--- src/rtl/mem_port_arbiter.sv ---
// rtl/mem_port_arbiter.sv - fetch/data arbiter for a single-port fixed-latency memory (optional ARB_PERF_CNT_EN grant counters)
module mem_port_arbiter #(
  parameter int ADDR_W     = 32,
  parameter int DATA_W     = 32,
  parameter int MEM_LAT    = 2,
  parameter int STARVE_MAX = 4
) (
  input  logic              clk_i,
  input  logic              rst_ni,
  input  logic              if_req_i,
  input  logic [ADDR_W-1:0] if_addr_i,
  output logic [DATA_W-1:0] if_rdata_o,
  output logic              if_ack_o,
  input  logic              d_req_i,
  input  logic              d_we_i,
  input  logic [ADDR_W-1:0] d_addr_i,
  input  logic [DATA_W-1:0] d_wdata_i,
  output logic [DATA_W-1:0] d_rdata_o,
  output logic              d_ack_o,
  output logic              mem_en_o,
  output logic              mem_we_o,
  output logic [ADDR_W-1:0] mem_addr_o,
  output logic [DATA_W-1:0] mem_wdata_o,
  input  logic [DATA_W-1:0] mem_rdata_i,
`ifdef ARB_PERF_CNT_EN
  output logic [31:0]       perf_if_grants_o,
  output logic [31:0]       perf_d_grants_o,
  output logic [31:0]       perf_conflicts_o,
`endif
  output logic              stall_if_o,
  output logic              stall_mem_o
);

  // Latency counter only ever holds MEM_LAT-1 down to 0.
  localparam int CNT_W = (MEM_LAT > 1) ? $clog2(MEM_LAT) : 1;
  localparam int STV_W = $clog2(STARVE_MAX + 1);

  typedef enum logic [1:0] {
    IDLE   = 2'd0,
    ACCESS = 2'd1,
    WAIT   = 2'd2,
    RESP   = 2'd3
  } state_e;

  state_e            state_q, state_d;
  logic [CNT_W-1:0]  lat_cnt_q, lat_cnt_d;
  logic [STV_W-1:0]  starve_q, starve_d;
  logic              gnt_d_q, gnt_d_d;     // 1: data port owns the in-flight access
  logic              gnt_we_q, gnt_we_d;   // in-flight access is a write
  logic              mem_en_q, mem_en_d;
  logic              mem_we_q, mem_we_d;
  logic [ADDR_W-1:0] mem_addr_q, mem_addr_d;
  logic [DATA_W-1:0] mem_wdata_q, mem_wdata_d;
  logic              if_ack_q, if_ack_d;
  logic              d_ack_q, d_ack_d;
  logic [DATA_W-1:0] if_rdata_q, if_rdata_d;
  logic [DATA_W-1:0] d_rdata_q, d_rdata_d;
  logic              grant_if, grant_d;
  logic              starve_at_max;

  assign starve_at_max = (starve_q == STV_W'(STARVE_MAX));

  // Next-state, arbitration and memory strobe generation.
  always_comb begin
    state_d     = state_q;
    lat_cnt_d   = lat_cnt_q;
    starve_d    = starve_q;
    gnt_d_d     = gnt_d_q;
    gnt_we_d    = gnt_we_q;
    mem_en_d    = 1'b0;
    mem_we_d    = 1'b0;
    mem_addr_d  = mem_addr_q;
    mem_wdata_d = mem_wdata_q;
    if_ack_d    = 1'b0;
    d_ack_d     = 1'b0;
    if_rdata_d  = if_rdata_q;
    d_rdata_d   = d_rdata_q;
    grant_if    = 1'b0;
    grant_d     = 1'b0;
    case (state_q)
      IDLE: begin
        // Data wins unless fetch has waited through STARVE_MAX data grants.
        if (d_req_i && !(if_req_i && starve_at_max)) begin
          grant_d = 1'b1;
        end else if (if_req_i) begin
          grant_if = 1'b1;
        end
        if (grant_d) begin
          gnt_d_d     = 1'b1;
          gnt_we_d    = d_we_i;
          mem_we_d    = d_we_i;
          mem_addr_d  = d_addr_i;
          mem_wdata_d = d_wdata_i;
          if (if_req_i && !starve_at_max) begin
            starve_d = starve_q + STV_W'(1);
          end
        end else if (grant_if) begin
          gnt_d_d    = 1'b0;
          gnt_we_d   = 1'b0;
          mem_addr_d = if_addr_i;
          starve_d   = '0;
        end
        if (grant_d || grant_if) begin
          mem_en_d = 1'b1;
          state_d  = ACCESS;
        end
      end
      ACCESS: begin
        if (MEM_LAT == 1) begin
          state_d  = RESP;
          if_ack_d = ~gnt_d_q;
          d_ack_d  = gnt_d_q;
        end else begin
          state_d   = WAIT;
          lat_cnt_d = CNT_W'(MEM_LAT - 1);
        end
      end
      WAIT: begin
        lat_cnt_d = lat_cnt_q - CNT_W'(1);
        if (lat_cnt_d == '0) begin
          state_d  = RESP;
          if_ack_d = ~gnt_d_q;
          d_ack_d  = gnt_d_q;
        end
      end
      RESP: begin
        // mem_rdata is valid during RESP; it is bypassed to the port while
        // ack is high and latched here so the port holds it afterwards.
        state_d = IDLE;
        if (!gnt_we_q) begin
          if (gnt_d_q) begin
            d_rdata_d = mem_rdata_i;
          end else begin
            if_rdata_d = mem_rdata_i;
          end
        end
      end
      default: state_d = IDLE;
    endcase
  end

  // State and datapath registers; reset abandons any in-flight access.
  always_ff @(posedge clk_i or negedge rst_ni) begin
    if (!rst_ni) begin
      state_q     <= IDLE;
      lat_cnt_q   <= '0;
      starve_q    <= '0;
      gnt_d_q     <= 1'b0;
      gnt_we_q    <= 1'b0;
      mem_en_q    <= 1'b0;
      mem_we_q    <= 1'b0;
      mem_addr_q  <= '0;
      mem_wdata_q <= '0;
      if_ack_q    <= 1'b0;
      d_ack_q     <= 1'b0;
      if_rdata_q  <= '0;
      d_rdata_q   <= '0;
    end else begin
      state_q     <= state_d;
      lat_cnt_q   <= lat_cnt_d;
      starve_q    <= starve_d;
      gnt_d_q     <= gnt_d_d;
      gnt_we_q    <= gnt_we_d;
      mem_en_q    <= mem_en_d;
      mem_we_q    <= mem_we_d;
      mem_addr_q  <= mem_addr_d;
      mem_wdata_q <= mem_wdata_d;
      if_ack_q    <= if_ack_d;
      d_ack_q     <= d_ack_d;
      if_rdata_q  <= if_rdata_d;
      d_rdata_q   <= d_rdata_d;
    end
  end

`ifdef ARB_PERF_CNT_EN
  logic [31:0] perf_if_q, perf_if_d;
  logic [31:0] perf_d_q, perf_d_d;
  logic [31:0] perf_conf_q, perf_conf_d;

  assign perf_if_d   = (grant_if && (perf_if_q != '1)) ? perf_if_q + 32'd1 : perf_if_q;
  assign perf_d_d    = (grant_d && (perf_d_q != '1)) ? perf_d_q + 32'd1 : perf_d_q;
  assign perf_conf_d = ((grant_if || grant_d) && if_req_i && d_req_i && (perf_conf_q != '1))
                       ? perf_conf_q + 32'd1 : perf_conf_q;

  // Saturating grant and contention counters.
  always_ff @(posedge clk_i or negedge rst_ni) begin
    if (!rst_ni) begin
      perf_if_q   <= '0;
      perf_d_q    <= '0;
      perf_conf_q <= '0;
    end else begin
      perf_if_q   <= perf_if_d;
      perf_d_q    <= perf_d_d;
      perf_conf_q <= perf_conf_d;
    end
  end

  assign perf_if_grants_o = perf_if_q;
  assign perf_d_grants_o  = perf_d_q;
  assign perf_conflicts_o = perf_conf_q;
`endif

  assign mem_en_o    = mem_en_q;
  assign mem_we_o    = mem_we_q;
  assign mem_addr_o  = mem_addr_q;
  assign mem_wdata_o = mem_wdata_q;
  assign if_ack_o    = if_ack_q;
  assign d_ack_o     = d_ack_q;
  assign if_rdata_o  = if_ack_q ? mem_rdata_i : if_rdata_q;
  assign d_rdata_o   = (d_ack_q && !gnt_we_q) ? mem_rdata_i : d_rdata_q;
  assign stall_if_o  = if_req_i & ~if_ack_q;
  assign stall_mem_o = d_req_i & ~d_ack_q;

endmodule

--- config.mk ---
export PLATFORM = sky130hd
export DESIGN_NAME = mem_port_arbiter
export DESIGN_NICKNAME = d
export VERILOG_FILES = /design/src/rtl/mem_port_arbiter.sv
export SDC_FILE = /design/constraint.sdc
export NUM_CORES = 1
export LEC_CHECK = 0
export CAP_MARGIN = 15
export CORE_MARGIN = 2
export CORE_UTILIZATION = 25
export DETAILED_ROUTE_END_ITERATION = 16
export PLACE_DENSITY = 0.5
export SLEW_MARGIN = 20
export SYNTH_ARGS = -nofsm -noshare
export SYNTH_HDL_FRONTEND = slang
export SYNTH_SLANG_ARGS = --single-unit
--- constraint.sdc ---
create_clock -name clk_i -period 1.5 [get_ports clk_i]
set_input_delay 0.15 -clock clk_i [delete_from_list [all_inputs] [get_ports clk_i]]
set_output_delay 0.15 -clock clk_i [all_outputs]
set_load 0.02 [all_outputs]
Yosys cells after proc, flatten, opt, wreduce, memory -nomap -nowiden

Cells that the tools add are included.

Add/sub/neg operators: 2
Eq/ne operators: 7
Multiplexer cells: 27
Bitwise gates (word level): 6
Reduce and logical (&&, ||, !) cells: 17

Operators by type and width:

| operator              | count |
|---|---|
| $mux W32              | 4 |
| $mux W1               | 16 |
| $mux W3               | 3 |
| $reduce_and A3 Y1     | 3 |
| $pmux W2 S4           | 1 |
| $reduce_and A2 Y1     | 3 |
| $eq A2 B2 Y1 const B  | 2 |
| $logic_and A1 B1 Y1   | 4 |
| $mux W2               | 2 |
| $ne A2 B2 Y1 const B  | 2 |
| $not A1 Y1            | 4 |
| $reduce_bool A2 Y1    | 2 |
| $add A3 B1 Y3 const B | 1 |
| $eq A3 B3 Y1 const B  | 1 |
| $logic_not A1 Y1      | 3 |
| $and A1 B1 Y1         | 2 |
| $eq A2 B1 Y1 const B  | 1 |
| $logic_not A2 Y1      | 1 |
| $ne A2 B1 Y1 const B  | 1 |
| $pmux W1 S2           | 1 |
| $logic_or A1 B1 Y1    | 1 |
| $sub A1 B1 Y1 const B | 1 |

Bits in registers: 140
Input bits: 133
Output and inout port bits: 134

Logic depth before layout (Yosys ltp)

Depth in word-level cells: 9
Depth in mapped cells: 7
Depth with buffers taken out: 6

Worst setup path after synthesis

OpenSTA, ideal clock, no wires.

Kind: register -> output
Start point: register d_ack_q (netlist: d_ack_o)
End point: output d_rdata_o[5]
Arrival time: 1.356 ns
Data required time: 1.350 ns
Slack: -0.006 ns
Cell stages (with the launch flop): 5
Buffers on the path: 2
Cells stage by stage: dfrtp_1 -> nand2b_1 -> clkbuf_1 -> buf_2 -> mux2_1

Cells in the longest elaborated chain, start to end: 2

RTL lines:

| item                     | RTL line | source |
|---|---|---|
| start: declaration       | 55       | `logic d_ack_q, d_ack_d;` |
| start signal: assignment | 169      | `d_ack_q <= d_ack_d;` |
| $logic_and A1 B1 Y1      | 210      | `assign d_rdata_o = (d_ack_q && !gnt_we_q) ? mem_rdata_i : d_rdata_q;` |
| $mux W32                 | 210      |  |
| end: declaration         | 18       | `output logic [DATA_W-1:0] d_rdata_o,` |

Every way passes these cells.

Worst setup path in the final report

Start point: register if_ack_q (netlist: if_ack_o)
End point: output if_rdata_o[16]

Cells in the longest elaborated chain, start to end: 1

RTL lines:

| item                     | RTL line | source |
|---|---|---|
| start: declaration       | 54       | `logic if_ack_q, if_ack_d;` |
| start signal: assignment | 168      | `if_ack_q <= if_ack_d;` |
| $mux W32                 | 209      | `assign if_rdata_o = if_ack_q ? mem_rdata_i : if_rdata_q;` |
| end: declaration         | 12       | `output logic [DATA_W-1:0] if_rdata_o,` |

Every way passes these cells.

==> summary.md <==
* **violations in the final reports** setup timing
* **post-synthesis cell count** 509
* **cell types with the largest area share after synthesis** dfrtp_1 53%, mux2_2 27%, o211ai_2 5.6%, nand2_1 4.0%, nand4_1 3.1%
* **cell seen most often among critical-path stages** buf_12
* **Yosys cell types** 31
* **Adder-Cell Fraction of Synth Area** 0.009413
* **leakage** 0.006095 µW
* **compound-gate portion of the synthesized area** 0.06664
* **number of buffers on the longest clock path** 2
* **die width** 167.1 µm
* **setup slack of the critical path after layout** -356.3 ps
* **number of global-route vias before repair** 6242
* **final worst clock skew** 12.86 ps
* **layout-stage area growth over the synthesis result** 89.66%
* **number of nets still failing antenna checks after routing** 0
* **aggregate global-route resource usage** 0.1651
* **die outline area** 27910 µm²
* **post-DP HPWL** 14710 µm
* **CTS HTree Levels** 4
* **total number of vias** 5620
* **TritonCTS Sinks** 140
* **cell taking the most area after synthesis** dfrtp_1
* **reported net switching power** 10970 µW
* **cell count after placement** 1138
* **Clock Power Share** 0.148
* **core box area** 26060 µm²
* **worst supply voltage drop on vdd** 1239 µV
* **setup total negative slack** -21110 ps
* **Vias per Instance** 4.607
* **worst skew pair latency** 420 ps
* **sequence of cells on the critical path** buf_12, buf_12, buf_16, mux2_4, buf_6
* **total overflow reported by the global router** 0
* **first-pass GRT wire length** 35820 µm
* **post-synthesis simple-gate area fraction** 0.08810
* **length of the first detailed-routing pass in iterations** 4
* **Crit Path Max Fanout** 8
* **Setup crit end kind** output port
* **WP data required** 1350 ps
* **CTS tree** built
* **slowest stage delay, CP** 440 ps
* **Pins Over Slew Limit** 0
* **Syn. warnings** 0
* **fraction of final layout cells with drive strength greater than 1** 0.5243
* **Synth top area share** 0.5271
* **Routed WL per cell** 19.90 µm
* **pin count of the biggest net entering global routing** 44
* **chip height** 167.1 µm
* **Initial DRC Count** 180
* **number of antenna violations at the first check in global routing** 0
* **filler-free cell count of the finished design** 1220
* **power density normalized to cell area** 2321 nW/µm²
* **Int Pwr** 18280 µW
* **number of nets in the layout** 1010
* **I/O pin count** 267
* **fraction of synthesized cell area in xor and xnor cells** 0
* **Final setup viols** 142
* **DRC errors left** 0
* **leading cell type in the layout, fill and taps excluded** mux2_4
* **dominant register cell in the synthesized netlist** dfrtp_1
* **Worst Hold Slack** 228.3 ps
* **net switching share of the total power** 0.3750
* **Setup CP Type** reg2out
* **sequential power share** 0.236
* **MaxCap Viol Count** 0
* **cell with the largest stage delay on the worst path** dfrtp_2
* **Min-Delay Path Class** in2async
* **proportion of register bits with asynchronous set or reset after synthesis** 1.000
* **core utilization of the finished layout** 0.4837
* **largest family of logic cells by synthesized area** multiplexers
* **Final Instance Area** 12610 µm²
* **clock transition time at the flip-flop clock pins of the worst setup and hold paths** 60 ps
* **CTS Root Cell** clkbuf_16
* **crit path buf inv count** 4
* **n_diodes** 0
* **transition at the pin with the smallest max-transition slack** 475.0 ps
* **normalized max-slew margin** 0.6833
* **total count of hold-check failures in the final report** 0
* **Starting Density** 0.2551
* **final weighted congestion in routability-driven placement** 0.8175
* **Synth Area per Inst** 13.06 µm²
* **number of synthesized register bits** 140
* **RSZ-0062 raised after global routing** yes
* **cell row count** 59
* **mux cell area share after synthesis** 0.2745
* **sequential area share after synthesis** 0.5271
* **run status** finished, violations left
* **cell area after synthesis** 6646 µm²
* **top library cells by usage in the layout, fill and taps aside** 144 x mux2_4, 137 x dfrtp_1, 131 x clkdlybuf4s50_1
* **sort of element at the start of the critical path** flip-flop
* **CP delay by family, top** buffers and inverters
* **Final Routed Wirelength** 24270 µm
* **number of port buffers** 266
* **count of flip-flops with a built-in enable after synthesis** 0
* **critical path arrival** 1710 ps
* **share of power burned in combinational logic** 0.616
* **part of the cycle the worst path needs** 1.238
* **FILL cells** 2303
* **Tmin final** 1856 ps
* **Placed Area** 10180 µm²
* **number of buffers created by CTS** 17
* **maximum operating frequency** 0.5387 GHz
* **syn_nets** 647
## kinds of logic (layout without fill, tap and decap cells)
group | count (synthesis) | count (layout)
compound gates | 39 | 39
flops | 140 | 140
fa+ha+maj | 5 | 5
simple gates | 119 | 119
mux | 162 | 162
buf+inv | 44 | 420
## layout make-up
cell class / instances / area, µm² / share of cell area
clock buffer: 17 / 425.4 / 0.03375
clock inverter: 15 / 175.2 / 0.01390
inverter: 6 / 27.53 / 0.002184
multi-input combinational: 325 / 3800 / 0.3014
sequential: 140 / 3507 / 0.2782
tap: 335 / 419.2 / 0.03325
timing repair buffer: 382 / 4252 / 0.3373
## path summary, 6_finish.rpt
check | startpoint | to | slack (ps) | depth (start not counted)
min | rst_ni | if_rdata_q[20]$_DFFE_PN0P_ | 230 | 2
max reg2reg | gnt_we_q$_DFFE_PN0P_ | d_rdata_q[23]$_DFFE_PN0P_ | -70 | 6
min in group clk_i | if_addr_i[13] | mem_addr_o[13]$_DFFE_PN0P_ | 330 | 3
max in group asynchronous | rst_ni | if_rdata_q[30]$_DFFE_PN0P_ | 670 | 3
min reg2reg | mem_addr_o[12]$_DFFE_PN0P_ | mem_addr_o[12]$_DFFE_PN0P_ | 480 | 2
max | if_ack_o$_DFF_PN0_ | if_rdata_o[16] | -360 | 5
## synth_stat cells, types with 4 or more instances
cell type  number
buf_6           4
dfrtp_1       140
nand2_1        70
buf_2          17
o211ai_2       30
inv_1           6
clkbuf_1       13
nand4_1        33
ha_1            5
mux2_2        160
## power groups by stage
| stage | Clock, µW | Combinational (µW) | Sequential (µW) |
|---|---|---|---|
| 2_1_floorplan | 0 | 6630 | 7650 |
| 3_3_place_gp | 0 | 13800 | 6700 |
| 3_5_place_dp | 0 | 14000 | 6800 |
| 4_1_cts | 4450 | 15500 | 6780 |
| 5_1_grt | 4620 | 19000 | 7130 |
| 6_report | 4330 | 18000 | 6890 |
## layer usage
layer | GRT usage | vias to the layer above | share of wire
li1 | - | 2571 | -
met1 | 0.2011 | 2834 | 0.43
met2 | 0.2877 | 187 | 0.50
met3 | 0.04325 | 28 | 0.057
met4 | 0.04610 | 0 | 0.016
met5 | 0 | - | 0
## through the flow
step | total power (µW) | setup slack (ps)
6_report | 29260 | -356.3
5_1_grt | 30720 | -406.2
4_1_cts | 26770 | -418.6
3_5_place_dp | 20790 | -389.0
3_3_place_gp | 20490 | -325.6
2_1_floorplan | 14280 | 5.489
## flip-flops by register name (all words and copies together) (netlist names)
signal / cells
d_rdata_q: 32
if_rdata_q: 32
mem_addr_o: 32
mem_wdata_o: 32
starve_q: 3
state_q: 2
d_ack_o: 1
gnt_d_q: 1
gnt_we_q: 1
if_ack_o: 1
lat_cnt_q: 1
mem_en_o: 1
mem_we_o: 1
## repair_timing
item	4_1_cts	5_1_grt
hold buffers	1	0
setup buffers	23	16
gates cloned	16	8
endpoints found under the hold margin	38	0
pin swaps	3	27
resized for setup	508	245
endpoints found under the setup margin	234	200
Note: power is estimated with default switching activity, not from simulation.
